$ cat config.mk
export PLATFORM = sky130hd
export DESIGN_NAME = uart_rx_cfg
export DESIGN_NICKNAME = d
export VERILOG_FILES = /design/src/rtl/uart_rx_cfg.sv
export SDC_FILE = /design/constraint.sdc
export NUM_CORES = 1
export LEC_CHECK = 0
export CAP_MARGIN = 20
export CORE_MARGIN = 4
export CORE_UTILIZATION = 55
export CTS_BUF_LIST = sky130_fd_sc_hd__clkbuf_4
export CTS_CLUSTER_DIAMETER = 60
export DETAILED_ROUTE_END_ITERATION = 16
export DONT_BUFFER_PORTS = 1
export PLACE_DENSITY = 0.75
export SLEW_MARGIN = 10
export SYNTH_ARGS = -nofsm -noshare
export SYNTH_HDL_FRONTEND = slang
export SYNTH_SLANG_ARGS = --single-unit
$ cat constraint.sdc
create_clock -name CLK -period 5.8 [get_ports CLK]
set_input_delay 0.87 -clock CLK [delete_from_list [all_inputs] [get_ports CLK]]
set_output_delay 0.87 -clock CLK [all_outputs]
set_load 0.01 [all_outputs]
$ cat src/rtl/uart_rx_cfg.sv
// uart_rx_cfg: configurable UART receiver with majority-vote bit sampling,
// optional parity, one or two checked stop bits, break handling and a
// single-entry VALID/READY output register with overrun indication.
module uart_rx_cfg #(
  parameter int CLKS_PER_BIT = 1250,
  parameter int DATA_BITS    = 8,
  parameter int PARITY       = 0,
  parameter int STOP_BITS    = 1
) (
  input  logic                 CLK,
  input  logic                 RESET,
  input  logic                 RX,
  output logic [DATA_BITS-1:0] DATA,
  output logic                 VALID,
  input  logic                 READY,
  output logic                 PARITY_ERR,
  output logic                 FRAME_ERR,
  output logic                 OVERRUN,
  output logic                 BUSY
);

  localparam int CNT_W = $clog2(CLKS_PER_BIT);
  localparam int HALF  = CLKS_PER_BIT / 2;

  localparam logic [CNT_W-1:0] CNT_LAST = CNT_W'(CLKS_PER_BIT - 1);
  localparam logic [CNT_W-1:0] SMP_PRE  = CNT_W'(HALF - 1);
  localparam logic [CNT_W-1:0] SMP_MID  = CNT_W'(HALF);
  localparam logic [CNT_W-1:0] SMP_POST = CNT_W'(HALF + 1);
  localparam logic [CNT_W-1:0] CNT_ONE  = CNT_W'(1);

  localparam logic [3:0] LAST_DATA = 4'(DATA_BITS - 1);
  localparam logic [3:0] LAST_STOP = 4'(STOP_BITS - 1);

  localparam logic [2:0] S_IDLE    = 3'd0;
  localparam logic [2:0] S_START   = 3'd1;
  localparam logic [2:0] S_DATA    = 3'd2;
  localparam logic [2:0] S_PAR     = 3'd3;
  localparam logic [2:0] S_STOP    = 3'd4;
  localparam logic [2:0] S_WAIT_HI = 3'd5;

  // Synchronizer and edge history
  logic rx_meta_q, rxs_q, rxs_prev_q;

  // Receive datapath state
  logic [2:0]           state_q, state_d;
  logic [CNT_W-1:0]     cnt_q, cnt_d;
  logic [3:0]           bit_q, bit_d;
  logic [1:0]           samp_q, samp_d;
  logic [DATA_BITS-1:0] shift_q, shift_d;
  logic                 perr_q, perr_d;
  logic                 ferr_q, ferr_d;

  // Output register
  logic [DATA_BITS-1:0] data_q, data_d;
  logic                 valid_q, valid_d;
  logic                 perr_out_q, perr_out_d;
  logic                 ferr_out_q, ferr_out_d;
  logic                 overrun_q, overrun_d;

  logic maj;
  logic in_bit;
  logic decide;
  logic boundary;
  logic deliver;
  logic par_xor;

  // Two-flop synchronizer plus one history flop for start-edge detection
  always_ff @(posedge CLK) begin
    if (RESET) begin
      rx_meta_q  <= 1'b1;
      rxs_q      <= 1'b1;
      rxs_prev_q <= 1'b1;
    end else begin
      rx_meta_q  <= RX;
      rxs_q      <= rx_meta_q;
      rxs_prev_q <= rxs_q;
    end
  end

  // Receive FSM: bit timing, majority sampling, shifting and error capture
  always_comb begin
    state_d = state_q;
    cnt_d   = cnt_q;
    bit_d   = bit_q;
    samp_d  = samp_q;
    shift_d = shift_q;
    perr_d  = perr_q;
    ferr_d  = ferr_q;
    deliver = 1'b0;

    // The third vote is the live synchronized sample at offset HALF+1.
    maj      = (samp_q[0] & samp_q[1]) | (samp_q[0] & rxs_q) | (samp_q[1] & rxs_q);
    in_bit   = (state_q == S_START) || (state_q == S_DATA) ||
               (state_q == S_PAR)   || (state_q == S_STOP);
    decide   = in_bit && (cnt_q == SMP_POST);
    boundary = in_bit && (cnt_q == CNT_LAST);
    par_xor  = (^shift_q) ^ maj;

    if (in_bit) begin
      cnt_d = (cnt_q == CNT_LAST) ? '0 : cnt_q + CNT_ONE;
      if (cnt_q == SMP_PRE) samp_d[0] = rxs_q;
      if (cnt_q == SMP_MID) samp_d[1] = rxs_q;
    end

    case (state_q)
      S_IDLE: begin
        cnt_d = '0;
        bit_d = '0;
        if (rxs_prev_q && !rxs_q) begin
          // The edge-detect cycle is offset 0 of the start bit.
          state_d = S_START;
          cnt_d   = CNT_ONE;
          perr_d  = 1'b0;
          ferr_d  = 1'b0;
        end
      end
      S_START: begin
        if (decide && maj) begin
          state_d = S_IDLE;
          cnt_d   = '0;
        end else if (boundary) begin
          state_d = S_DATA;
        end
      end
      S_DATA: begin
        if (decide) shift_d = {maj, shift_q[DATA_BITS-1:1]};
        if (boundary) begin
          if (bit_q == LAST_DATA) begin
            bit_d   = '0;
            state_d = (PARITY != 0) ? S_PAR : S_STOP;
          end else begin
            bit_d = bit_q + 4'd1;
          end
        end
      end
      S_PAR: begin
        if (decide) perr_d = (PARITY == 1) ? ~par_xor : par_xor;
        if (boundary) state_d = S_STOP;
      end
      S_STOP: begin
        if (decide) begin
          if (!maj) ferr_d = 1'b1;
          if (bit_q == LAST_STOP) begin
            // Deliver on the last stop-bit decision instead of waiting
            // out the stop bit, so a back-to-back start edge is not missed.
            deliver = 1'b1;
            state_d = maj ? S_IDLE : S_WAIT_HI;
            cnt_d   = '0;
            bit_d   = '0;
          end
        end else if (boundary) begin
          bit_d = bit_q + 4'd1;
        end
      end
      S_WAIT_HI: begin
        cnt_d = '0;
        if (rxs_q) state_d = S_IDLE;
      end
      default: begin
        state_d = S_IDLE;
        cnt_d   = '0;
        bit_d   = '0;
      end
    endcase
  end

  // Single-entry output register with overrun detection
  always_comb begin
    data_d     = data_q;
    valid_d    = valid_q;
    perr_out_d = perr_out_q;
    ferr_out_d = ferr_out_q;
    overrun_d  = 1'b0;
    if (deliver) begin
      if (!valid_q || READY) begin
        data_d     = shift_q;
        perr_out_d = perr_q;
        ferr_out_d = ferr_q | ~maj;
        valid_d    = 1'b1;
      end else begin
        overrun_d = 1'b1;
      end
    end else if (valid_q && READY) begin
      valid_d = 1'b0;
    end
  end

  // State and output registers
  always_ff @(posedge CLK) begin
    if (RESET) begin
      state_q    <= S_IDLE;
      cnt_q      <= '0;
      bit_q      <= '0;
      samp_q     <= '0;
      shift_q    <= '0;
      perr_q     <= 1'b0;
      ferr_q     <= 1'b0;
      data_q     <= '0;
      valid_q    <= 1'b0;
      perr_out_q <= 1'b0;
      ferr_out_q <= 1'b0;
      overrun_q  <= 1'b0;
    end else begin
      state_q    <= state_d;
      cnt_q      <= cnt_d;
      bit_q      <= bit_d;
      samp_q     <= samp_d;
      shift_q    <= shift_d;
      perr_q     <= perr_d;
      ferr_q     <= ferr_d;
      data_q     <= data_d;
      valid_q    <= valid_d;
      perr_out_q <= perr_out_d;
      ferr_out_q <= ferr_out_d;
      overrun_q  <= overrun_d;
    end
  end

  assign DATA       = data_q;
  assign VALID      = valid_q;
  assign PARITY_ERR = perr_out_q;
  assign FRAME_ERR  = ferr_out_q;
  assign OVERRUN    = overrun_q;
  assign BUSY       = (state_q != S_IDLE);

endmodule

Word level (Yosys, flattened, before mapping). Cells that the tools add are included. Widths: inputs -> output; s select.

Register bits: 45. Bits of input ports: 4. Output and inout port bits: 13. Word-level logic and storage cells: 118.

$add $sub $neg: 2. Equality and inequality tests: 23. Mux-type cells: 37. Bitwise operators: 10. Reductions and logical operators: 30.

Operators by type and width (number): $mux 11 (5); $pmux 11 s4 (1); $eq 11x10->1 const B (3); $mux 3 (10); $mux 4 (5); $pmux 3 s6 (1); $ne 2x2->1 const B (7); $mux 1 (12); $pmux 4 s3 (1); $add 11x1->11 const B (1); $eq 11x11->1 const B (1); $reduce_and 2->1 (5); $reduce_and 4->1 (2); $reduce_and 8->1 (1); $reduce_xor 8->1 (1); $eq 3x2->1 const B (2); $eq 3x3->1 const B (2); $ne 2x1->1 const B (3); $ne 3x2->1 const B (2); $reduce_bool 2->1 (3); $logic_and 1x1->1 (5); $add 4x1->4 const B (1); $eq 4x3->1 const B (1); $logic_not 4->1 (1); 14 further kinds (26).

Logic depth before layout (Yosys ltp). Gate-level depths: netlist of run 1.

Depth in word-level cells: 9. Mapped depth: 8. Depth with buffers taken out: 7.

Least setup slack after synthesis of run 1. Ideal clock, no wire load.

Path type: reg-to-reg. Start: register cnt_q[8]. End: register state_q[2]. Arrival: 1.947 ns. Data required time: 5.729 ns. Slack: 3.783 ns. Cell stages (with the launch flop): 7. Buffers on the path: 0. Path through: dfxtp_1 or3_4 nor4b_4 a2111oi_1 a311o_1 or3b_1 a21oi_1.

Longest elaborated chain between the ends: 5.

RTL lines: start, declared (line 46) `logic [CNT_W-1:0] cnt_q, cnt_d;`; start signal, assigned (line 205) `cnt_q <= cnt_d;`; $eq 11x10->1 (line 95) `decide = in_bit && (cnt_q == SMP_POST);`; $logic_and 1x1->1 (line 95); $logic_and 1x1->1 (line 118) `if (decide && maj) begin`; $ne 3x2->1 (no source line) or $mux 3 (tied branches); $reduce_and 8->1 (no source line) or $pmux 3 s6 (tied branches); end signal, assigned (line 204) `state_q <= state_d;`; end, declared (line 45) `logic [2:0] state_q, state_d;`.

Parallel ways exist; a longest one is shown, timed or not. A chain may end at the register's enable or synchronous reset.

Worst setup path in the final report of run 1.
Start: register state_q[2]. End: register data_q[7], in the netlist DATA[7].

Longest elaborated chain between the ends: 8.

RTL lines: $eq 3x1->1 or $eq 3x2->1 (tied branches) (line 93) `in_bit = (state_q == S_START) || (state_q == S_DATA) ||`; $logic_or 1x1->1 (2 in a row) (line 93); $logic_or 1x1->1 (line 94) `(state_q == S_PAR) || (state_q == S_STOP);`; $logic_and 1x1->1 (line 95); $mux 1 (line 141) `if (decide) begin`; $mux 1 * (line 105) `case (state_q)`; $reduce_and 2->1 (no source line) *; end signal, assigned (line 211) `data_q <= data_d;`; end, declared (line 54) `logic [DATA_BITS-1:0] data_q, data_d;`.

Every way passes the cells marked *; elsewhere a longest branch is shown, timed or not.

==> metrics list, run 1 <==
- Power comes to roughly 0.00065 W.
- In this run the vertical extent of the chip is 70.9 microns.
* Predominant post-synthesis flop cell: sky130_fd_sc_hd__dfxtp_1
* Min cycle time layout: 2.72 ns
* Post-route insts no fill: ~290
- Synthesis Warnings: 0
- The detail route stage leaves a number of antenna-violating nets equal to 0.
* Headroom to the max-slew limit: 26.1%
- Cell type with the largest total area after synthesis: sky130_fd_sc_hd__dfxtp_1
* Number of buffers created by CTS: 5
* Highest cell delay on the worst timing path: 0.89 ns
- The area growth from synthesis to layout is 3.68%.
- Post-synthesis sequential area ratio: 41.4%
- Global routing usage on met2: 27.3%
* Top-level I/O count: 17
- Average cell area after synthesis: 8.99 sq um
* Final standard cell area without fillers: approximately 0.0023 sq mm
- Path class of the lowest-slack min-delay path: flop to flop
* Crit path arrival time: 2.99 ns
- Most common cell type on the critical path: sky130_fd_sc_hd__nor3_2
* Number of H-tree branching levels: 2
- Number of filler cells placed in the layout: 350
- Setup repair after global routing left no endpoint under its margin.
- In this run the core area contains 22 standard-cell rows.
* Worst Tran Pin Value: 1.11 ns
- Summed over its instances, the top area cell type makes up 41.4% of the synthesized netlist area.
- The first TritonRoute pass finished after 4 iterations.
* Final Max Slew Viols: 0
- After synthesis the netlist holds a flip-flop and latch count of 45.
- Hold is met by 0.424 ns.
* Period Utilization, post-route: 46.9%
* Routing usage on met1: 20.8%
* Routed via count: 1,626
- The cell count after synthesis came out at 242.
* Critical path fanouts, max: 15
- Across the VDD grid, the largest voltage drop is 0.173 mV.
* Violation count after the first detailed-routing iteration: just over 100
- Post-detailed-route wirelength per cell: ~14 microns
- Endpoint kind of the worst setup timing path: flop
* DRC Markers: 0
- Maximum count of clock buffers along a single path: 2
- Static leakage: 0.830 nW
- Port-buffer cells: 0
- The cell sitting at the root of the clock tree is a sky130_fd_sc_hd__clkbuf_4.
- In the global route stage, overall resource usage came out at 17.0%.
- Combined flip-flop and latch cell area: 901 sq um
- Async SR Flop Fraction: 0%
- TritonCTS built the clock tree.
- After floorplanning, the core was sized to cover around 0.0037 sq mm.
- The layer flagged by global routing as most heavily used is met2.
* Antenna cells: 0
- The number of antenna violations at the first check in global routing was 0.
- Maximum clock frequency: 367 MHz
- Setup violations remaining at the end of the flow were counted as 0.
* Die area: around 0.005 sq mm
* Skew-Pair Late Insertion Delay: 0.36 ns
- Routed Wire Length: 4.01 mm
* Maximum number of pins on one net before global-route repair: 37
- After clock tree synthesis, the clock-pin slew on the worst setup and hold paths is 0.12 ns.
- STA puts the critical path data required time at 6.07 ns.
- Area taken by multi-input logic gates: between 0.001 and 0.0015 sq mm
- Die outline width: around 70 microns
* Post-CTS setup buffer count: 0
- GRT overflow: 0
- The HPWL after detailed placement is 2.88 mm.
- Once placement completed, the tool counted placed cells totaling between 200 and 300.
- Final count of hold timing violations: 0
- For this design the ratio of total power to cell area is 287 mW/mm^2.
* Routability congestion estimate: 0.863
* Kind of launch point of the worst setup path: flop
- Post-Syn Area: 0.00217 sq mm
- Wire length of the first global-routing pass: 6.90 mm
- Count of flip-flops with a built-in enable after synthesis: 0
- Counting every net in the synthesized netlist gives 252.
* CP cell instances: nor3_2 > nor3_2 > nand4_1 > nor2b_1 > mux2i_1 > nor2_1
* Via density per instance: approximately 5.6
- Count of hold buffers inserted by post-cts repair: 0
* Area of placed instances: roughly 0.0022 sq mm
* Number of sinks handled by clock tree synthesis: 45
- Outcome: completed
- Worst setup skew after layout: 0.0107 ns
* Share of post-route cells with drive strength above 1: between 7 and 8%
- Leading post-synthesis cells by cell area: sky130_fd_sc_hd__dfxtp_1 (41%), sky130_fd_sc_hd__mux2i_1 (9.2%), sky130_fd_sc_hd__nor2_1 (7.1%)
- Once the clock tree was built, the resizer swapped 0 gates to a different size.
- Post-layout nets: between 200 and 250
- Max-cap violations in this run came to 0.
* Starting Density: 58.1%
* Crit path max-delay cell type: sky130_fd_sc_hd__nor2b_1
- After routing, the total negative slack on setup checks comes to 0 ns.
- Global routing consumed, on the met3 layer, under 10% of the routing resources.
- The critical path is of the flop to flop type.
* Synth unique cells: 45
- The via count of the first global-routing pass was 1,547.
-- state kept, by name, indices dropped and copies added, names as in the netlist, 2 cells and up --
register  cells
DATA          8
cnt_q        11
bit_q         4
state_q       3
shift_q       8
samp_q        2
-- layout by cell type, fill, tap and decap left out, types with 4 or more instances in the layout --
cell type / netlist / routed
sky130_fd_sc_hd__o21ai_0: 5 / 5
sky130_fd_sc_hd__clkbuf_4: 0 / 6
sky130_fd_sc_hd__nand3_1: 13 / 13
sky130_fd_sc_hd__nand2_1: 9 / 9
sky130_fd_sc_hd__xnor2_1: 9 / 9
sky130_fd_sc_hd__nor2_1: 41 / 41
sky130_fd_sc_hd__o21a_1: 4 / 4
sky130_fd_sc_hd__or2_2: 4 / 4
sky130_fd_sc_hd__xor2_1: 8 / 8
sky130_fd_sc_hd__a21oi_1: 13 / 13
sky130_fd_sc_hd__ha_1: 6 / 6
sky130_fd_sc_hd__inv_1: 6 / 6
sky130_fd_sc_hd__dfxtp_1: 45 / 45
sky130_fd_sc_hd__mux2i_1: 20 / 20
-- cell type report --
type                            instances  area share (%)
Multi-Input combinational cell        181            53.7
Inverter                                6           0.999
Clock inverter                          2           0.666
Tap cell                               48            2.66
Clock buffer                            6            2.00
Sequential cell                        45            40.0
-- through the flow --
step | setup slack [ns] | util [%]
6_report | 3.08 | 60.2
5_1_grt | 2.87 | 60.2
4_1_cts | 3.11 | 60.2
3_5_place_dp | 3.12 | 58.6
3_3_place_gp | 3.21 | 58.6
2_1_floorplan | 3.78 | -
-- worst max-delay path, delay by kind of cell, from the launching register on --
kind,cells,cell delay (ns)
AND/OR/NAND/NOR,5,1.72
flip-flops,1,0.62
multiplexers,1,0.28
-- synth_stat cells (3+ instances only) --
master	n
sky130_fd_sc_hd__inv_1	6
sky130_fd_sc_hd__a21oi_1	13
sky130_fd_sc_hd__ha_1	6
sky130_fd_sc_hd__nor2_1	41
sky130_fd_sc_hd__nor2b_1	3
sky130_fd_sc_hd__or2_2	4
sky130_fd_sc_hd__mux2i_1	20
sky130_fd_sc_hd__clkbuf_1	8
sky130_fd_sc_hd__nor3_1	3
sky130_fd_sc_hd__dfxtp_1	45
sky130_fd_sc_hd__xor2_1	8
sky130_fd_sc_hd__and3_1	3
sky130_fd_sc_hd__o21ai_0	5
sky130_fd_sc_hd__nand3_1	13
sky130_fd_sc_hd__nand4_1	3
sky130_fd_sc_hd__o21a_1	4
sky130_fd_sc_hd__xnor2_1	9
sky130_fd_sc_hd__and4_1	3
sky130_fd_sc_hd__a31oi_1	3
sky130_fd_sc_hd__nand2_1	9
-- logic make-up (layout without fill, tap and decap cells) --
kind of cell    count (synthesis)  after routing  share of synthesized area, %
compound gates                 36             36                          10.7
xor+xnor                       17             17                          6.85
fa+ha+maj                       7              7                          3.91
buf+inv                        16             14                          2.88
flops                          45             45                          41.4
mux                            20             20                          9.21
simple gates                  101            101                          25.0
-- layer usage --
metal / share of wire, % / vias to the layer above
li1: - / 835
met1: 45 / 752
met2: 48 / 34
met3: 5.0 / 5
met4: 1.7 / 0
met5: 0 / -
-- power breakdown --
part	internal [W]	switching, W
combinational	0.0000609	0.0000969
clock	0.0000521	0.000102
sequential	0.000317	0.0000188
total	0.000430	0.000218
-- final timing paths --
kind	start	to	slack (ns)	cells past startpoint
min reg2reg	rx_meta_q	rxs_q	0.42	1
min	rx_meta_q	rxs_q	0.42	1
max	state_q[2]	DATA[7]	3.08	6
max reg2reg	state_q[2]	DATA[7]	3.08	6
Note: power is estimated with default switching activity, not from simulation.
==> run 2, diff against run 1 <==
==> constraint.sdc (replaced) <==
create_clock -name CLK -period 2.75 [get_ports CLK]
set_input_delay 0.4125 -clock CLK [delete_from_list [all_inputs] [get_ports CLK]]
set_output_delay 0.4125 -clock CLK [all_outputs]
set_load 0.01 [all_outputs]
==> run 2 against run 1 <==
Net effect: clock skew decreased by 0.0019 ns; critical endpoint is now cnt_q[1]; final cell count increased by 0.35%; non-clock buffer count increased by 1; design area increased by 0.33%; maximum frequency increased by 14%; first-iteration DRC count decreased by 13%; setup slack got worse by 2.7 ns; global-route usage decreased by 0.32 points; register-to-register slack got worse by 2.7 ns.
==> metrics list, run 2 (synthesis results as in run 1) <==
- The run finished with clean final reports.
- GRT overflow: 0 (unchanged)
- The post-route antenna net violation count was 0 (unchanged).
- TritonCTS built the clock tree.
- The share of cells above drive strength 1 came to 8.30% (+0.38 points).
- The effective utilization at floorplan came to 58.1% (unchanged).
- The initial DRC count was 89 (-13%).
* Path class of the lowest-slack min-delay path: primary input to flop
* Leading cell types in the layout, fill and taps excluded: sky130_fd_sc_hd__dfxtp_1 (45), sky130_fd_sc_hd__nor2_1 (41), sky130_fd_sc_hd__mux2i_1 (20)
- Most common library cell in the layout ignoring fill and taps: sky130_fd_sc_hd__dfxtp_1
- The number of buffers added to fix hold violations after cts came to 0 (unchanged).
- The number of flip-flops under the largest register name was 11 (unchanged).
* Final standard cell utilization of the core: 60.4% (+0.20 points)
- The global-route wire length before repair is 6.91 mm (about the same).
- The y dimension of the die came to 70.9 microns (unchanged).
- Die area: 0.00502 sq mm (unchanged)
* Skew-Pair Late Insertion Delay: 0.35 ns (about the same)
- The count of cells resized by post-cts repair was 0 (unchanged).
* Number of buffers created by CTS: 5 (unchanged)
* Die outline width: 70.9 microns (unchanged)
- The number of antenna violations at the first check in global routing was 0 (unchanged).
* Kind of launch point of the worst setup path: flop
- Power density relative to cell area: 596 mW/mm^2 (+110%)
- The number of maximum-capacitance violations was 0 (unchanged).
* Endpoint kind of the worst setup timing path: flop
- Post-CTS setup buffer count: 0 (unchanged)
- The register with the most flip-flops in the final layout is cnt_q.
- Routed Wire Length: 3.97 mm (-0.97%)
- The average detailed-routed wire length per instance is 13.7 microns (-1.3%).
* First-pass iteration count of the detailed router: 4 (unchanged)
- From synthesis to final layout, the design area changed by 4.03%.
- The slew of the pin with the lowest slew margin was 0.637 ns (-0.470 ns).
- The maximum resistive drop on vdd was 0.358 mV (+110%).
- Number of filler cells placed in the layout: 336 (-4.0%)
* Critical path fanouts, max: 15 (unchanged)
* Number of sinks handled by clock tree synthesis: 45 (unchanged)
- Number of H-tree branching levels: 2 (unchanged)
- The I/O pin count was 17 (unchanged).
- The cell sitting at the root of the clock tree is a sky130_fd_sc_hd__clkbuf_4.
- Maximum clock frequency: 418 MHz (+14%)
* Total GRT Usage: 16.7% (-0.32 points)
* Maximum number of pins on one net before global-route repair: 37 (unchanged)
- The number of remaining DRC errors was 0 (unchanged).
- Via density per instance: 5.61 (-0.65%)
- Setup repair after global routing left no endpoint under its margin.
- The global placer's final weighted congestion was 0.875 (+1.4%).
* Port-buffer cells: 0 (unchanged)
* Min cycle time layout: 2.39 ns (-0.328 ns)
* DP HPWL: 2.83 mm (-1.9%)
- Crit path arrival time: 2.68 ns (-0.31 ns)
* Headroom to the max-slew limit: 57.3% (+31 points)
- Critical Path RT: 3.03 ns (-3.04 ns)
- The via count of the first global-routing pass was 1,550 (+0.19%).
* Static leakage: 0.836 nW (+0.66%)
- The final cycle utilization of the critical path was 87.1% (+40 points).
- The final antenna diode count was 0 (unchanged).
- The overall via count from detail_route was 1,621 (-0.31%).
- Final count of hold timing violations: 0 (unchanged)
- Worst setup skew after layout: 0.00879 ns (-0.00191 ns)
* Maximum count of clock buffers along a single path: 2 (unchanged)
- The number of cell rows was 22 (unchanged).
- Final setup viols: 0 (unchanged)
- The clock-pin slew on the worst setup and hold paths is 0.13 ns (about the same).
- Post-layout nets: 250 (+0.40%)
* Final Max Slew Viols: 0 (unchanged)
- Area inside the core boundary: 0.00374 sq mm (unchanged)
- Fin Setup TNS: 0 ns (unchanged)
- Category of the critical setup timing path: flop to flop
==> run 2: cell count changes in the layout (fill, tap and decap cells not counted), sizes merged <==
| cell | delta |
|---|---|
| buf | +1 |
==> run 2: report_power, final <==
group	total, W	internal [W]	switching, W
sequential	0.000711	0.000669	0.0000419
clock	0.000313	0.000110	0.000203
combinational	0.000325	0.000128	0.000197
total	0.00135	0.000908	0.000441
==> run 2: worst paths after layout <==
check / from / end / slack (ns) / depth (start not counted)
hold reg to reg: rx_meta_q / rxs_q / 0.43 / 1
setup / recovery: state_q[2] / cnt_q[1] / 0.36 / 6
setup reg to reg: state_q[2] / cnt_q[1] / 0.36 / 6
hold / removal: RESET / shift_q[5] / 0.12 / 1
==> run 2: layout make-up <==
type / instances / area, sq um / area share [%]
Multi-Input combinational cell: 181 / 1210 / 53.5
Sequential cell: 45 / 901 / 39.8
Tap cell: 48 / 60.1 / 2.65
Clock buffer: 6 / 45.0 / 1.99
Inverter: 6 / 22.5 / 0.996
Clock inverter: 2 / 15.0 / 0.664
Timing Repair Buffer: 1 / 7.51 / 0.332
==> run 2: worst max-delay path: stages, from the launching register on <==
cell                       delay [ns]
sky130_fd_sc_hd__dfxtp_1         0.47
sky130_fd_sc_hd__nor3_2          0.61
sky130_fd_sc_hd__nor3_2          0.17
sky130_fd_sc_hd__a31oi_1         0.25
sky130_fd_sc_hd__a211oi_1        0.10
sky130_fd_sc_hd__or3_1           0.55
sky130_fd_sc_hd__a21oi_1         0.18
==> run 2: routing by layer <==
metal  track usage, %  up-vias  share of wire, %
li1                 -      841                 -
met1             21.1      744                47
met4             5.01        0               1.0
met3             4.69        5               4.8
met2             27.6       31                47
met5                0        -                 0
==> run 2: metrics by stage <==
step | power [W] | cell area (sq um) | hold slack, ns | instances | setup WS, ns
3_3_place_gp | 0.00105 | 2200 | 0.402 | 281 | 0.453
4_1_cts | 0.00136 | 2260 | 0.105 | 289 | 0.396
5_1_grt | 0.00142 | 2260 | 0.0792 | 289 | 0.234
3_5_place_dp | 0.00105 | 2200 | 0.401 | 281 | 0.411
2_1_floorplan | 0.000995 | 2170 | 0.389 | 242 | 0.733
6_report | 0.00135 | 2260 | 0.120 | 289 | 0.355
